<file path="config.mk">
export PLATFORM = sky130hd
export DESIGN_NAME = h_to_l_tx
export DESIGN_NICKNAME = d
export VERILOG_FILES = /design/src/rtl/h_to_l_pkg.sv /design/src/rtl/sync_bit_sr.sv /design/src/rtl/h_to_l_tx.sv
export SDC_FILE = /design/constraint.sdc
export NUM_CORES = 1
export LEC_CHECK = 0
export ABC_AREA = 1
export CORE_AREA = 2 2 39 41
export DETAILED_ROUTE_END_ITERATION = 7
export DIE_AREA = 0 0 41 43
export DONT_BUFFER_PORTS = 1
export SLEW_MARGIN = 15
export SYNTH_ARGS = -nofsm -noshare
export SYNTH_HDL_FRONTEND = slang
export SYNTH_SLANG_ARGS = --single-unit
</file>
<file path="constraint.sdc">
create_clock -name clk_s -period 2.1 [get_ports clk_s]
set_input_delay 0.21 -clock clk_s [delete_from_list [all_inputs] [get_ports clk_s]]
set_output_delay 0.21 -clock clk_s [all_outputs]
set_load 0.02 [all_outputs]
</file>
<file path="src/rtl/h_to_l_pkg.sv">
// Shared types and defaults for the fast-to-slow toggle-handshake transmitter.
package h_to_l_pkg;

    localparam int unsigned CNT_W_DEFAULT       = 4;
    localparam int unsigned SYNC_STAGES_DEFAULT = 2;

    typedef enum logic [0:0] {
        IDLE     = 1'b0,
        WAIT_ACK = 1'b1
    } state_e;

endpackage

</file>
<file path="src/rtl/sync_bit_sr.sv">
// Single-bit multi-flop synchronizer with synchronous active-high reset to 0.
module sync_bit_sr #(
    parameter int unsigned STAGES = 2
) (
    input  logic clk_s,
    input  logic rst_s,
    input  logic din_a,
    output logic dout
);

    logic [STAGES-1:0] sync_q;

    // din_a is asynchronous: it may only reach the first flop of this chain
    always_ff @(posedge clk_s) begin
        if (rst_s) begin
            sync_q <= '0;
        end else begin
            sync_q <= {sync_q[STAGES-2:0], din_a};
        end
    end

    assign dout = sync_q[STAGES-1];

endmodule

</file>
<file path="src/rtl/h_to_l_tx.sv">
// Source-side transmitter: buffers event pulses in a saturating counter and
// launches them one at a time as transitions on a toggle request line.
module h_to_l_tx
    import h_to_l_pkg::*;
#(
    parameter int unsigned CNT_W       = CNT_W_DEFAULT,
    parameter int unsigned SYNC_STAGES = SYNC_STAGES_DEFAULT
) (
    input  logic             clk_s,
    input  logic             rst_s,
    input  logic             event_s,
    input  logic             ack_tgl_a,
    output logic             req_tgl,
    output logic [CNT_W-1:0] pending,
    output logic             busy,
    output logic             overflow
);

    localparam logic [CNT_W-1:0] CNT_MAX = {CNT_W{1'b1}};
    localparam logic [CNT_W-1:0] CNT_ONE = {{(CNT_W-1){1'b0}}, 1'b1};

    state_e           state_q, state_d;
    logic             req_q, req_d;
    logic [CNT_W-1:0] pend_q, pend_d;
    logic             busy_q, busy_d;
    logic             ovf_q, ovf_d;
    logic             ack_sync;
    logic             launch;

    sync_bit_sr #(
        .STAGES (SYNC_STAGES)
    ) u_ack_sync (
        .clk_s (clk_s),
        .rst_s (rst_s),
        .din_a (ack_tgl_a),
        .dout  (ack_sync)
    );

    always_comb begin
        state_d = state_q;
        req_d   = req_q;
        pend_d  = pend_q;
        ovf_d   = ovf_q;

        // A mismatched ack in IDLE (stale destination) also blocks launching
        launch = (state_q == IDLE) && (pend_q != '0) && (ack_sync == req_q);

        case (state_q)
            IDLE: begin
                if (launch) begin
                    state_d = WAIT_ACK;
                    req_d   = ~req_q;
                end
            end
            WAIT_ACK: begin
                if (ack_sync == req_q) begin
                    state_d = IDLE;
                end
            end
            default: state_d = IDLE;
        endcase

        // At saturation an event is only lost when no launch frees a slot
        if (event_s && !launch) begin
            if (pend_q == CNT_MAX) begin
                ovf_d = 1'b1;
            end else begin
                pend_d = pend_q + CNT_ONE;
            end
        end else if (!event_s && launch) begin
            pend_d = pend_q - CNT_ONE;
        end

        busy_d = (state_d == WAIT_ACK);
    end

    always_ff @(posedge clk_s) begin
        if (rst_s) begin
            state_q <= IDLE;
            req_q   <= 1'b0;
            pend_q  <= '0;
            busy_q  <= 1'b0;
            ovf_q   <= 1'b0;
        end else begin
            state_q <= state_d;
            req_q   <= req_d;
            pend_q  <= pend_d;
            busy_q  <= busy_d;
            ovf_q   <= ovf_d;
        end
    end

    assign req_tgl  = req_q;
    assign pending  = pend_q;
    assign busy     = busy_q;
    assign overflow = ovf_q;

endmodule

</file>
Word-level counts from Yosys, hierarchy flattened
Index checks and enable logic that the tools add are counted.
{ "word_totals": {"wordCells": 29, "inputBits": 4, "regBits": 9, "output_inout_bits": 7} }
{ "op_classes": {"n_mux": 6, "bitwise": 2, "eq_ne": 3, "n_addsub": 2, "n_reduce_logical": 11} }
{ "ops": {"columns": ["op", "n"], "rows": [
  ["2-to-1 mux 4 bit", 3],
  ["AND reduction 2 bit", 3],
  ["adder 4 x 1 -> 4 bit (second input constant)", 1],
  ["equality test 4 bit (second input constant)", 1],
  ["logical AND 1 bit", 4],
  ["nonzero test 4 bit", 1],
  ["subtractor 4 x 1 -> 4 bit (second input constant)", 1],
  ["zero test 1 bit", 2],
  ["2-to-1 mux 1 bit", 2],
  ["inequality test 2 bit (second input constant)", 1],
  ["inverter 1 bit", 2],
  ["one-hot mux 1 bit (2 select lines)", 1],
  ["nonzero test 2 bit", 1],
  ["equality test 1 bit", 1]
]} }

Longest topological paths before layout
Gate-level depths: netlist of the first run.
{ "logic_depth": {"word_depth": 7, "mapped_depth": 13, "depth_no_buf": 13} }

Modules after synthesis
Synthesis of the first run repeated with hierarchy kept, for this count alone.
{ "hier_totals": {"hier_cells": 67, "hier_area_um2": 495.5} }
{ "by_module_without_submodules": {"columns": ["module", "seq_area_each_um2", "area_each_um2", "cells_per_inst", "instances"], "rows": [
  ["h_to_l_tx", 140.1, 440.4, 61, 1],
  ["sync_bit_sr", 40.0, 55.1, 6, 1]
]} }

Least setup slack after synthesis of the first run
Ideal clock, no wire load.
{ "synth_path": {"path_type": "reg2reg", "from": "reg pend_q[0] (netlist: pending[0])", "to": "reg pend_q[3] (netlist: pending[3])", "setup_ns": 0.115, "path_buffers": 0, "arrival_ns": 1.684, "t_required_ns": 1.985, "stages_incl_launch_ff": 12, "path_slack_ns": 0.301, "synth_period_minus_slack_ns": 1.799, "path_cell_list": "dfxtp_1 -> nor2_1 -> nand2_2 -> nand3_2 -> nand2_1 -> ha_1 -> nand3_1 -> nand3_1 -> inv_1 -> nand3_1 -> a21oi_1 -> nor2_1"} }
{ "synth_between": {"elab_chain_cells": 7, "elab_cells_between_ends": 15, "cone_classes": "add/sub (2); eq/ne (2); mux (3); reduce/logical (8)"} }
{ "synth_rtl": {"columns": ["item", "line", "rtl"], "rows": [
  ["start: declaration", "h_to_l_tx.sv:24", "logic [CNT_W-1:0] pend_q, pend_d;"],
  ["start signal: assignment", "h_to_l_tx.sv:87", "pend_q <= pend_d;"],
  ["nonzero test 4 bit", "h_to_l_tx.sv:46", "launch = (state_q == IDLE) && (pend_q != '0) && (ack_sync == req_q);"],
  ["logical AND 1 bit (2 in series)", "h_to_l_tx.sv:46", null],
  ["zero test 1 bit", "h_to_l_tx.sv:64", "if (event_s && !launch) begin"],
  ["logical AND 1 bit", "h_to_l_tx.sv:64", null],
  ["inequality test 2 bit (no source line) / nonzero test 2 bit (equally long branches)", null, null],
  ["AND reduction 2 bit (no source line)", null, null]
]} }
Parallel ways exist; a longest one is shown, timed or not. The select of a mux whose other input is x is not followed.
A chain may end at the register's enable or synchronous reset.

Worst setup path after layout of the first run
{ "layout_path": {"from": "reg req_q (netlist: req_tgl)", "to": "reg pend_q[3] (netlist: pending[3])"} }
{ "layout_between": {"elab_chain_cells": 6, "elab_cells_between_ends": 9, "cone_classes": "eq/ne (2); mux (1); reduce/logical (6)"} }
{ "layout_rtl": {"columns": ["item", "line", "rtl"], "rows": [
  ["start: declaration", "h_to_l_tx.sv:23", "logic req_q, req_d;"],
  ["start signal: assignment", "h_to_l_tx.sv:86", "req_q <= req_d;"],
  ["equality test 1 bit *", "h_to_l_tx.sv:46", null],
  ["logical AND 1 bit *", "h_to_l_tx.sv:46", null],
  ["zero test 1 bit", "h_to_l_tx.sv:64", null],
  ["logical AND 1 bit", "h_to_l_tx.sv:64", null],
  ["inequality test 2 bit (no source line) / nonzero test 2 bit (equally long branches)", null, null],
  ["AND reduction 2 bit (no source line)", null, null]
]} }
Every way passes the cells marked *; elsewhere a longest branch is shown, timed or not.

==> summary by stage, run 1 <==
Run status
The run finished with clean final reports.

Routing
The total number of vias is 451. The first-pass iteration count of the detailed router is 4. In the routed design, unresolved DRC markers number 0. For this block, the initial DRC count from the detailed router was 10. In this run the remaining antenna-violating nets after routing total 0. In the final routed layout, each cell accounts on average for 10.0 µm. The routed wire length is roughly 940 µm. The average vias per placed instance is 4.80.

STA
For the final routed database, the setup TNS stands at 0 ns. The worst path uses 84.4% of the clock period. The relative slew slack is a little over four fifths. At the pin with the least slew margin, the transition time is 0.228 ns. The final hold violation count is 0. Setup repair after global routing left no endpoint under its margin.

The total count of max-transition violations in the final report is 0. Counting I/O delays and the setup requirement, the final critical path takes 1.77 ns. The clock skew after layout is 0.00377 ns. The achievable clock frequency is 564 MHz. Setup violations remaining at the end of the flow were counted as 0.

Floorplan
The die area is about 0.0018 mm². The number of ports placed on the die boundary is 11. The core region is 0.00138 mm². The width of the die is 41 µm. The vertical extent of the die is 43 µm. The floorplan has 14 rows. The initial utilization of the core area, before any placement, comes to 35.1%.

Synth
The share of synthesized registers carrying an async set or reset is 0%. Of the post-synthesis cell area, the dominant cell type holds 37.1%. The synthesized instance count is 67.

The register bit count reported by yosys is 9. The synthesized netlist contains 16 unique library cells. Sorting the synthesized cells by how often they occur yields 12 x inv_1, 12 x nor2_1, 9 x dfxtp_1, 8 x nand2_1. The average instance in the mapped netlist occupies 7.25 µm². The synthesized design contains 0 enable-type register cells. By area the synthesized netlist is led by dfxtp_1 37%, inv_1 9.3%, nor2_1 9.3%. Synthesis produced a netlist with a net count of 74. The most instantiated flip-flop cell in the synthesis netlist is dfxtp_1.

Summing the sequential cell areas from Yosys gives 37.1% of the chip area. Yosys printed 0 warnings. Of all cell types, the one taking the most synthesized area is dfxtp_1. The mapped netlist covers slightly below 500 µm².

Place
The wire-length estimate of the detail-placed layout is 734 µm. Routability-driven placement finished with a final weighted congestion of 0.690. Port buffering added 0 buffers.

Critical path
For the worst setup path, the data required time is 2.26 ns. The reg-to-reg setup timing slack is 0.33 ns. The slowest cell on the critical path is dfxtp_1. The category of the worst setup path capture point is a flip-flop.

Of all nets on the critical path, the largest fanout is 5. The arrival time of the worst setup path is approximately 1.9 ns. The critical path goes through inv_1 > nand2_1 > nand2_2 > nand3_2 > nand2_1 > ha_1 > nand3_1 > nand3_1 > inv_1 > nand3_1 > a21oi_1 > nor2_1. The worst setup path is of the flip-flop to flip-flop kind. The element type at the critical path start is a flip-flop. The most prevalent standard cell on the critical path is nand3_1. The critical path's largest stage delay is around 0.38 ns.

Pwr
The worst vdd rail ir drop is 460 µV. The ratio of total power to cell area is 1670 mW/mm². The analysis attributes to cell leakage a power of 0.287 nW.

Clock tree
The number of buffers created by CTS is 3. After clock tree synthesis, the repair step resized 0 gates. The number of H-tree levels is 1. The tree built by TritonCTS fans out to 9 sinks.

The worst-case clock buffer depth is 2. The post-CTS repair timing setup buffer count is 0. For the worst-skew pair, the clock arrives at the later sink with an insertion delay of 0.27 ns. The TritonCTS clock tree is done.

The tree is rooted in a clkbuf_4. Clock-pin slew was measured on the worst setup and hold paths at 0.06 ns.

GRT
The initial antenna violation count was 0. The pin count of the biggest net entering global routing is 7. The total overflow left after global routing is 0. Across every metal layer, demand over resource in global routing totals 14.6%. The number of global-route vias before repair is 416. The first global-routing pass estimated 1660 µm of wire.

Cells and area
Cells with a size suffix above 1 make up between 20% and 30% of the layout. Once layout is complete, the utilization of the core stands at 42.4%. The count of antenna diodes in the layout is 0. The number of fill cells is 153. The net count of the finished layout is 86.

The layout overhead on the synthesized area is 20.9%. The multi-input logic area is 256 µm². The sequential standard cell area is ~180 µm².

Hold path
The kind of path behind the tightest hold check is input pin to flip-flop.

Flow run
Max-cap violations in this run came to 0.
stage by stage:
| stage | hold WS, ns | instances | area, µm² | setup WS (ns) | total power, W |
|---|---|---|---|---|---|
| final | 0.0450 | 94 | 587 | 0.327 | 0.000980 |
| after global routing | 0.0280 | 94 | 587 | 0.0939 | 0.00110 |
| after CTS | 0.00113 | 93 | 577 | 0.320 | 0.000993 |
| after detailed placement | 0.284 | 89 | 551 | 0.334 | 0.000851 |
| after global placement | 0.283 | 89 | 551 | 0.377 | 0.000840 |
| after floorplan | 0.279 | 67 | 485 | 0.301 | 0.000707 |
per-layer routing:
metal,track usage [%],vias up,routed length (µm)
li1,-,229,-
met1,19.1,204,424
met2,17.2,14,417
met3,8.38,4,74
met4,10.0,0,25
met5,0,-,0
worst paths after layout:
| check | from | endpoint | cells past startpoint |
|---|---|---|---|
| hold reg to reg | u_ack_sync.sync_q[0] | u_ack_sync.sync_q[1] | 2 |
| setup reg to reg | req_tgl | pending[3] | 12 |
| setup / recovery | req_tgl | pending[3] | 12 |
| hold / removal | ack_tgl_a | u_ack_sync.sync_q[0] | 2 |
repair_timing:
| item | CTS | global route |
|---|---|---|
| setup endpoints to repair | 0 | 0 |
| hold buffers | 0 | 1 |
| hold endpoints to repair | 0 | 3 |
layout by cell type (no fill, tap or decap), types with 2 or more instances in the layout:
cell type and instances:
nand2_1 8, nand3_1 5, dfxtp_1 9, nand2_2 5
inv_1 12, nor2_1 12, o21ai_0 3, ha_1 2
buf_4 6, nand4_1 2, clkbuf_4 3, a21oi_1 3
area by class of cell:
type | count | share of cell area [%]
multi-input combinational | 45 | 43.7
sequential | 9 | 30.7
timing repair buffer | 7 | 9.38
inverter | 13 | 8.32
clock buffer | 4 | 4.48
tap | 16 | 3.41
cell families (layout without fill, tap and decap cells):
| kind of cell | after synthesis | count (layout) | share of synthesized area, % |
|---|---|---|---|
| xor gates and xnor gates | 1 | 1 | 1.80 |
| and+or+nand+nor | 34 | 34 | 34.0 |
| AOI/OAI and AO/OA | 7 | 7 | 7.73 |
| adders and majority gates | 3 | 3 | 9.28 |
| DFF | 9 | 9 | 37.1 |
| buffers and inverters | 13 | 24 | 10.1 |
flip-flops by register name, indices dropped and copies added (netlist names):
| name | count |
|---|---|
| busy | 1 |
| overflow | 1 |
| pending | 4 |
| req_tgl | 1 |
| u_ack_sync.sync_q | 2 |
report_power, final:
group / internal (W) / switching [W]
clock network: 0.0000735 / 0.0000642
registers: 0.000224 / 0.0000319
logic: 0.000225 / 0.000361
worst max-delay path: cells and delay by family, from the launching register on:
kind            cells  cell delay (ns)
simple gates        8             0.67
fa+ha+maj           1             0.35
flops               1             0.38
compound gates      1             0.16
buf+inv             2             0.11
(Power assumes the default switching activity.)
==> run 2: changes to the inputs <==
- clock period: 2.1 -> 1.8 ns (I/O delays scaled with it)
==> summary by stage, run 2 (synthesis gave the netlist of run 1 again) <==
Run status
The flow ran to the end, and the final reports show no timing, DRC or antenna violations.

Floorplan
The vertical extent of the die is 43 µm (unchanged). The placement row count was 14 (unchanged). The area of the core came to 0.00138 mm² (unchanged).

The width of the die came to 41 µm (unchanged). The initial standard-cell utilization of the core was 35.1% (unchanged). The number of ports placed on the die boundary is 11 (unchanged). The die area is 0.00176 mm² (unchanged).

Critical path
The worst setup path is of the flip-flop to flip-flop kind. The arrival time of the worst setup path is 1.81 ns (-0.12 ns). The critical-path maximum fanout was 4 (-1).

The data required time at the worst endpoint is 1.97 ns (-0.29 ns). The category of the worst setup path capture point is a flip-flop. The element type at the critical path start is a flip-flop.

Hold path
The path class of the tightest hold or removal check is input pin to flip-flop.

Place
The placed cell count was 90 (+1.1%). The routability congestion estimate from global placement is 0.731 (+5.9%). The count of input and output buffers came to 0 (unchanged).

The total half-perimeter wirelength after legalization and detailed placement was 744 µm (+1.3%).

STA
The total count of max-transition violations in the final report is 0 (unchanged). The minimum period implied by the final worst setup slack was 1.63 ns (-0.140 ns). The achievable clock frequency is 612 MHz (+8.5%). The relative slew slack is 84.7% (-0.12 points). The worst hold slack is 0.141 ns (+0.0960 ns). Setup repair after global routing left no endpoint under its margin. The clock skew after layout is 0.00572 ns (+0.00195 ns). The final period utilization is 90.8% (+6.3 points). The number of failing setup endpoints in the final timing report is 0 (unchanged). The transition time at the pin with the least slew margin is 0.230 ns (+0.00181 ns). The accumulated negative setup slack is 0 ns (unchanged).

The final hold violation count is 0 (unchanged).

Pwr
The ratio of total power to cell area is 1960 mW/mm² (+18%). The net switching fraction of the power is 46.5% (-0.17 points). The proportion of power drawn by combinational gates was 62.1% (+2.2 points). The worst vdd rail ir drop was 531 µV (+15%). The leakage power came to 0.301 nW (+4.8%). The cell internal power dissipation is 0.000669 W (+28%).

The switching power is 0.000582 W (+27%). The share of power burned in registers is 24.7% (-1.4 points). The proportion of power drawn by the clock network is 13.2% (-0.8 points).

Routing
The routed length per placed instance is 10.6 µm (+5.5%). The number of DRC violations after detailed routing was 0 (unchanged). The average vias per placed instance is 4.65 (-3.2%).

The first-pass iteration count of the detailed router is 4 (unchanged). The number of nets still failing antenna checks after routing was 0 (unchanged). The number of DRC markers in iteration 0 came to 5 (-5). The total number of vias was 446 (-1.1%). The routed wire length is 1010 µm (+7.8%).

GRT
The initial antenna violation count is 0 (unchanged). The number of global-route vias before repair is 441 (+6.0%). The total congestion overflow is 0 (unchanged). The pin count of the biggest net entering global routing was 7 (unchanged).

The global routing usage summed across all routing layers came to 15.1% (+0.53 points). The global-route wire length before repair is 1760 µm (+6.2%).

Cells and area
The post-layout instance count excluding filler cells was 96 (+2.1%). The area growth from synthesis to layout is 31.2%. The flip-flop count of the largest register after layout is 4 (unchanged). The library cell used most frequently in the layout, excluding fill and tap cells, is inv_1. The share of cells above drive strength 1 is 30.0% (+8.2 points). The library cells used most frequently in the layout, excluding fill and tap cells, are 12 x inv_1, 10 x nor2_1, 8 x dfxtp_1.

The count of antenna diodes in the layout came to 0 (unchanged). The number of nets in the layout is 88 (+2.3%).

Clock tree
The worst-case clock buffer depth is 2 (unchanged). The clock slew seen by the registers of the worst setup and hold paths is 0.07 ns (about the same). The cell chosen for the clock root is clkbuf_4.

The number of buffers created by CTS is 3 (unchanged). The post-CTS repair timing setup buffer count is 0 (unchanged). The number of clock sinks came to 9 (unchanged). The clock insertion delay at the later pin of the skew report is 0.27 ns (about the same). The number of H-tree levels is 1 (unchanged). The TritonCTS clock tree is done.

Flow run
The max-capacitance violation count is 0 (unchanged).
-- run 2: cell count changes in the layout (fill, tap and decap cells not counted), sizes merged --
cell         previous run  this run
buf                     6         7
dlygate4sd3             1         2
-- run 2: per-stage QoR --
step / util, % / total power (W) / worst slack, ns / instance area (µm²)
final: 46.0 / 0.00125 / 0.166 / 637
after global routing: 46.0 / 0.00139 / 0.0101 / 637
after CTS: 42.9 / 0.00119 / 0.0551 / 594
after detailed placement: 40.3 / 0.00103 / 0.0676 / 558
after global placement: 40.3 / 0.00101 / 0.102 / 558
after floorplan: - / 0.000825 / 0.00111 / 485
-- run 2: path summary, 6_finish.rpt --
| kind | slack [ns] | cells past startpoint | endpoint | from |
|---|---|---|---|---|
| setup reg to reg | 0.17 | 11 | pending[3] | pending[1] |
| hold reg to reg | 0.41 | 2 | u_ack_sync.sync_q[1] | u_ack_sync.sync_q[0] |
| hold / removal | 0.14 | 3 | pending[2] | rst_s |
| setup / recovery | 0.17 | 11 | pending[3] | pending[1] |
-- run 2: per-layer routing --
layer	GRT usage, %	vias up	wire [µm]
li1	-	234	-
met1	18.6	194	430
met2	19.4	11	472
met3	6.81	7	62
met4	12.0	0	48
met5	0	-	0
-- run 2: final cells by class --
cell class / count / area [µm²]
clock buffers: 4 / 26.3
flip-flops and latches: 9 / 184
repair buffers: 9 / 72.6
multi-input cells: 45 / 285
well taps: 16 / 20.0
fillers: 145 / 747
inverters: 13 / 48.8
-- run 2: worst max-delay path: stages, from the launching register on --
cell and delay [ns]:
dfxtp_1 0.32, nor2_2 0.12, nand2_2 0.08, nand3_2 0.10, nand2_4 0.08, ha_1 0.27, nand3_1 0.08, nand3_1 0.08
inv_1 0.06, nand3_1 0.12, a21oi_2 0.17, nor2_1 0.06
-- run 2: power by group through the flow --
stage / clock (W) / sequential (W) / combinational, W
after floorplan: 0 / 0.000400 / 0.000425
after global placement: 0 / 0.000300 / 0.000712
after detailed placement: 0 / 0.000300 / 0.000725
after CTS: 0.000168 / 0.000296 / 0.000729
after global routing: 0.000181 / 0.000319 / 0.000895
final: 0.000165 / 0.000309 / 0.000776
-- run 2: what timing repair did --
action	CTS	global route
setup endpoints to repair	0	1
hold buffers	1	1
hold endpoints to repair	3	1
resized for setup	0	8
==> variant 1: new RTL, config.mk and constraints of run 1 <==
Make the reset (`rst_s`) asynchronous in 2 clocked blocks. Comments in the files are not updated.
--- a/src/rtl/sync_bit_sr.sv
+++ b/src/rtl/sync_bit_sr.sv
@@ -11,7 +11,7 @@
     logic [STAGES-1:0] sync_q;
 
     // din_a is asynchronous: it may only reach the first flop of this chain
-    always_ff @(posedge clk_s) begin
+    always_ff @(posedge clk_s or posedge rst_s) begin
         if (rst_s) begin
             sync_q <= '0;
         end else begin
--- a/src/rtl/h_to_l_tx.sv
+++ b/src/rtl/h_to_l_tx.sv
@@ -74,7 +74,7 @@
         busy_d = (state_d == WAIT_ACK);
     end
 
-    always_ff @(posedge clk_s) begin
+    always_ff @(posedge clk_s or posedge rst_s) begin
         if (rst_s) begin
             state_q <= IDLE;
             req_q   <= 1'b0;
Check against the original RTL: differs if rst_s is asserted again (counterexample within 4 cycles, from zero or initial values and one cycle with rst_s high); with rst_s held inactive, the same outputs for 10 cycles.
==> variant 1 against run 1 <==
  * Non-clock buffer count is the same
  * Global-route usage shrank 0.56 points
  * Worst hold slack gained 160 ps
  * Total power grew 6.9%
  * Maximum frequency shrank 3.6%
  * Clock skew is essentially flat
  * Largest power group unchanged
  * Sequential power grew 24%
  * Cell area grew 5.5%
  * Sequential cell count is the same
  * Count of clock-buffer cells in the layout is the same
  * Setup slack lost 66 ps
  * Wire length shrank 2.9%
  * Synthesized area grew 6.2%
  * Critical path type unchanged
==> variant 1: results (changes against run 1) <==
largest fanout on the critical path 6 (+1); Worst path slowest cell dfrtp_1; fraction of area in multi-input gates 41.01% (-2.7 points); synthesized area per cell 9.373 um^2 (+29%); Comb pwr share 57.3% (-2.6 points); worst hold path depth 3 (+1); met3 WL post-DR 53 um (-28%); asr flop ratio synth 100.0% (+100 points); clk_skew 3.756 ps (-0.01243 ps); met3 Use GR 4.188% (-4.2 points); Clock buf/inv share 4.242% (-0.24 points); Placer Congestion 0.7169 (+3.9%); Seq/Total Area, Yosys 43.69% (+6.6 points); WHS Endpoint pending[3]; vias in the first global route 407 (-2.2%); sequential share of cell area 36.36% (+5.7 points); Metal-1 WL 397 um (-6.4%); global-route wire length before repair 1628 um (-1.7%); GRT Overall Usage 14.02% (-0.56 points); Hold Buf Count CTS 2 (+2); DP Worst Slack 268.1 ps (-66.04 ps); Via Count 401 (-11%); WL/cell 11.15 um (+11%); number of non-clock inverters 9 (-4); Crit Reg-Reg Startpoint pending[3]; Fill cells 144 (-5.9%); met1 usage 16.05% (-3.0 points); Worst Max-Slew Pin Slew 346.1 ps (+118.0 ps); status completed; Seq group 318 uW (+24%); M2 GR Usage 20.94% (+3.8 points)
## variant 1: cell types whose count changed in the layout (fill, tap and decap cells not counted), moves of 2 or more
cell	run 1	this run
xor2_1	0	2
nand2_1	8	13
nand2_2	5	1
o21ai_0	3	1
inv_1	12	7
dfxtp_1	9	0
nor2_1	12	1
a21oi_1	3	1
dfrtp_1	0	9
nand2_4	0	3
## variant 1: kinds of logic after synthesis
family	synth area share, %
simple gates	33.74
buf+inv	7.040
flops	43.69
compound gates	3.397
fa+ha+maj	8.737
xor+xnor	3.399
## variant 1: worst max-delay path by stage
| stage | from | to | slack (ps) | cells past startpoint |
|---|---|---|---|---|
| after detailed placement | pending[3] | pending[3] | 270 | 11 |
| after global routing | pending[3] | pending[3] | 100 | 11 |
| final | pending[3] | pending[3] | 260 | 11 |
| after floorplan | pending[0] | pending[3] | 250 | 11 |
| after CTS | pending[3] | pending[3] | 250 | 11 |
| after global placement | busy | pending[3] | 320 | 10 |
==> variant 2: new RTL, settings of run 1 <==
Without the edit above. `SYNC_STAGES_DEFAULT`: 2 -> 4.
--- a/src/rtl/h_to_l_pkg.sv
+++ b/src/rtl/h_to_l_pkg.sv
@@ -2,7 +2,7 @@
 package h_to_l_pkg;
 
     localparam int unsigned CNT_W_DEFAULT       = 4;
-    localparam int unsigned SYNC_STAGES_DEFAULT = 2;
+    localparam int unsigned SYNC_STAGES_DEFAULT = 4;
 
     typedef enum logic [0:0] {
         IDLE     = 1'b0,
Check against the original RTL: not equivalent (Yosys sat finds a counterexample within 4 cycles, from zero or initial values and one cycle with rst_s high).
==> variant 2 against run 1 <==
  * Wire length rose by 12%
  * Total power rose by 0.75%
  * Setup slack gained 11 ps
  * Sequential power is 11% higher
  * Sequential cell count rose by 2
  * Non-clock buffer count grew 1
  * Maximum frequency grew 0.62%
  * Largest cell class unchanged
  * Cell area grew 11%
  * Critical path type unchanged
  * Synthesized area increased by 11%
==> variant 2: results (changes against run 1) <==
post-CTS setup-driven buffer insertion count 0 (unchanged); Crit Reg-Reg Startpoint req_tgl; Crit path arrival time 1920 ps; Via Count 460 (+2.0%); # nets final 93 (+8.1%); CTS Buf Count 3 (unchanged); Synth Net Count 80 (+8.1%); synth unique cells 16 (unchanged); Reg2Reg Setup Slack 340 ps; largest fanout on the critical path 5 (unchanged); Psw 444.5 uW (-2.8%); clk_skew 8.908 ps (+5.140 ps); global-route wire length before repair 1642 um (-0.85%); CP max stage delay 380 ps (about the same); worst hold path depth 2 (unchanged); worst hold path type in -> reg; Commonest cells post-synth inv_1 (14), nor2_1 (14), dfxtp_1 (11); port bufs 0 (unchanged); initial antenna violation count 0 (unchanged); Hold Slack 39.56 ps (-5.453 ps); reg-to-reg critical path endpoint pending[3]; Final setup viols 0 (unchanged); ant diodes 0 (unchanged); top post-synthesis cells by area dfxtp_1 (41%), inv_1 (9.7%), nor2_1 (9.7%); layout cells sized above 1 20.00% (-1.8 points); Clk Latency, worst-skew pair 270 ps (about the same); GRT Overall Usage 14.47% (-0.11 points); DP Worst Slack 334.6 ps (+0.3900 ps); status completed; vias in the first global route 396 (-4.8%); Hold Path Origin ack_tgl_a; Pre-antenna DRT Iters 4 (unchanged); clock-pin slew on the worst setup and hold paths 70 ps; WL/cell 10.43 um (+4.1%); post-CTS sizing 0 (unchanged); Hold Buf Count CTS 1 (+1); YS warnings 0 (unchanged); P_leak 0.3143 nW (+9.3%); Max clock buf depth 2 (unchanged); Worst path slowest cell dfxtp_1; clock root cell clkbuf_4; 1st-iter DRT viols 17 (+7); CTS H-tree depth 1 (unchanged); largest net degree at the start of global routing 7 (unchanged); Seq/Total Area, Yosys 40.74% (+3.6 points); Worst Max-Slew Pin Slew 234.4 ps (+6.258 ps); Placer Congestion 0.8023 (+16%); Post-DP HPWL 770.8 um (+5.0%); peak supply drop 0.0005472 V (+19%); cell area after placement 605.6 um^2 (+10%); asr flop ratio synth 0% (unchanged)
[variant 2: worst max path at each step]
stage / from / to / slack, ps / depth (start not counted)
after floorplan: pending[0] / pending[3] / 300 / 11
after global placement: pending[2] / pending[3] / 360 / 11
after detailed placement: pending[2] / pending[3] / 330 / 11
after CTS: pending[2] / pending[3] / 320 / 11
after global routing: pending[2] / pending[3] / 140 / 11
final: req_tgl / pending[3] / 340 / 12
[variant 2: cells by family after synthesis]
| group | count (synthesis) | synth area share, % |
|---|---|---|
| XOR/XNOR | 1 | 1.621 |
| AO/OA/AOI/OAI | 7 | 6.943 |
| AND/OR/NAND/NOR | 36 | 31.94 |
| adder cells (fa/ha/maj) | 3 | 8.333 |
| buffers and inverters | 15 | 10.42 |
| flip-flops | 11 | 40.74 |
[variant 2: cell type report]
class                      count  area [um^2]
tap                           16        20.02
multi-input combinational     47        264.0
sequential                    11        220.2
clock buffer                   4        26.28
fill                         133        732.0
timing repair buffer           8        65.06
inverter                      15        56.30
[variant 2: power groups by stage]
stage | clock network [mW] | registers [mW] | logic (mW)
2_1_floorplan | 0 | 0.367 | 0.339
3_3_place_gp | 0 | 0.286 | 0.544
3_5_place_dp | 0 | 0.289 | 0.552
4_1_cts | 0.154 | 0.285 | 0.556
5_1_grt | 0.164 | 0.292 | 0.622
6_report | 0.149 | 0.283 | 0.555
[variant 2: stage by stage]
step	instances	util [%]
6_report	101	47.11
5_1_grt	101	47.11
4_1_cts	100	46.38
3_5_place_dp	95	43.76
3_3_place_gp	95	43.76
2_1_floorplan	73	-
[variant 2: per-layer routing]
layer  GRT usage [%]  vias up  share of wire, %
met5               0        -                 0
met4           12.00        0               2.0
met1           17.82      201                46
met3           4.188        2               6.3
met2           19.69       10                45
li1                -      247                 -
[variant 2: worst register-to-register path, cell delays in order, from the launching register on]
cell	delay (ps)
dfxtp_1	380
inv_1	60
nand2_1	70
nand2_2	60
nand3_2	80
nand2_1	120
ha_1	340
nand3_1	90
nand3_1	80
inv_1	60
nand3_1	90
a21oi_1	150
nor2_1	60
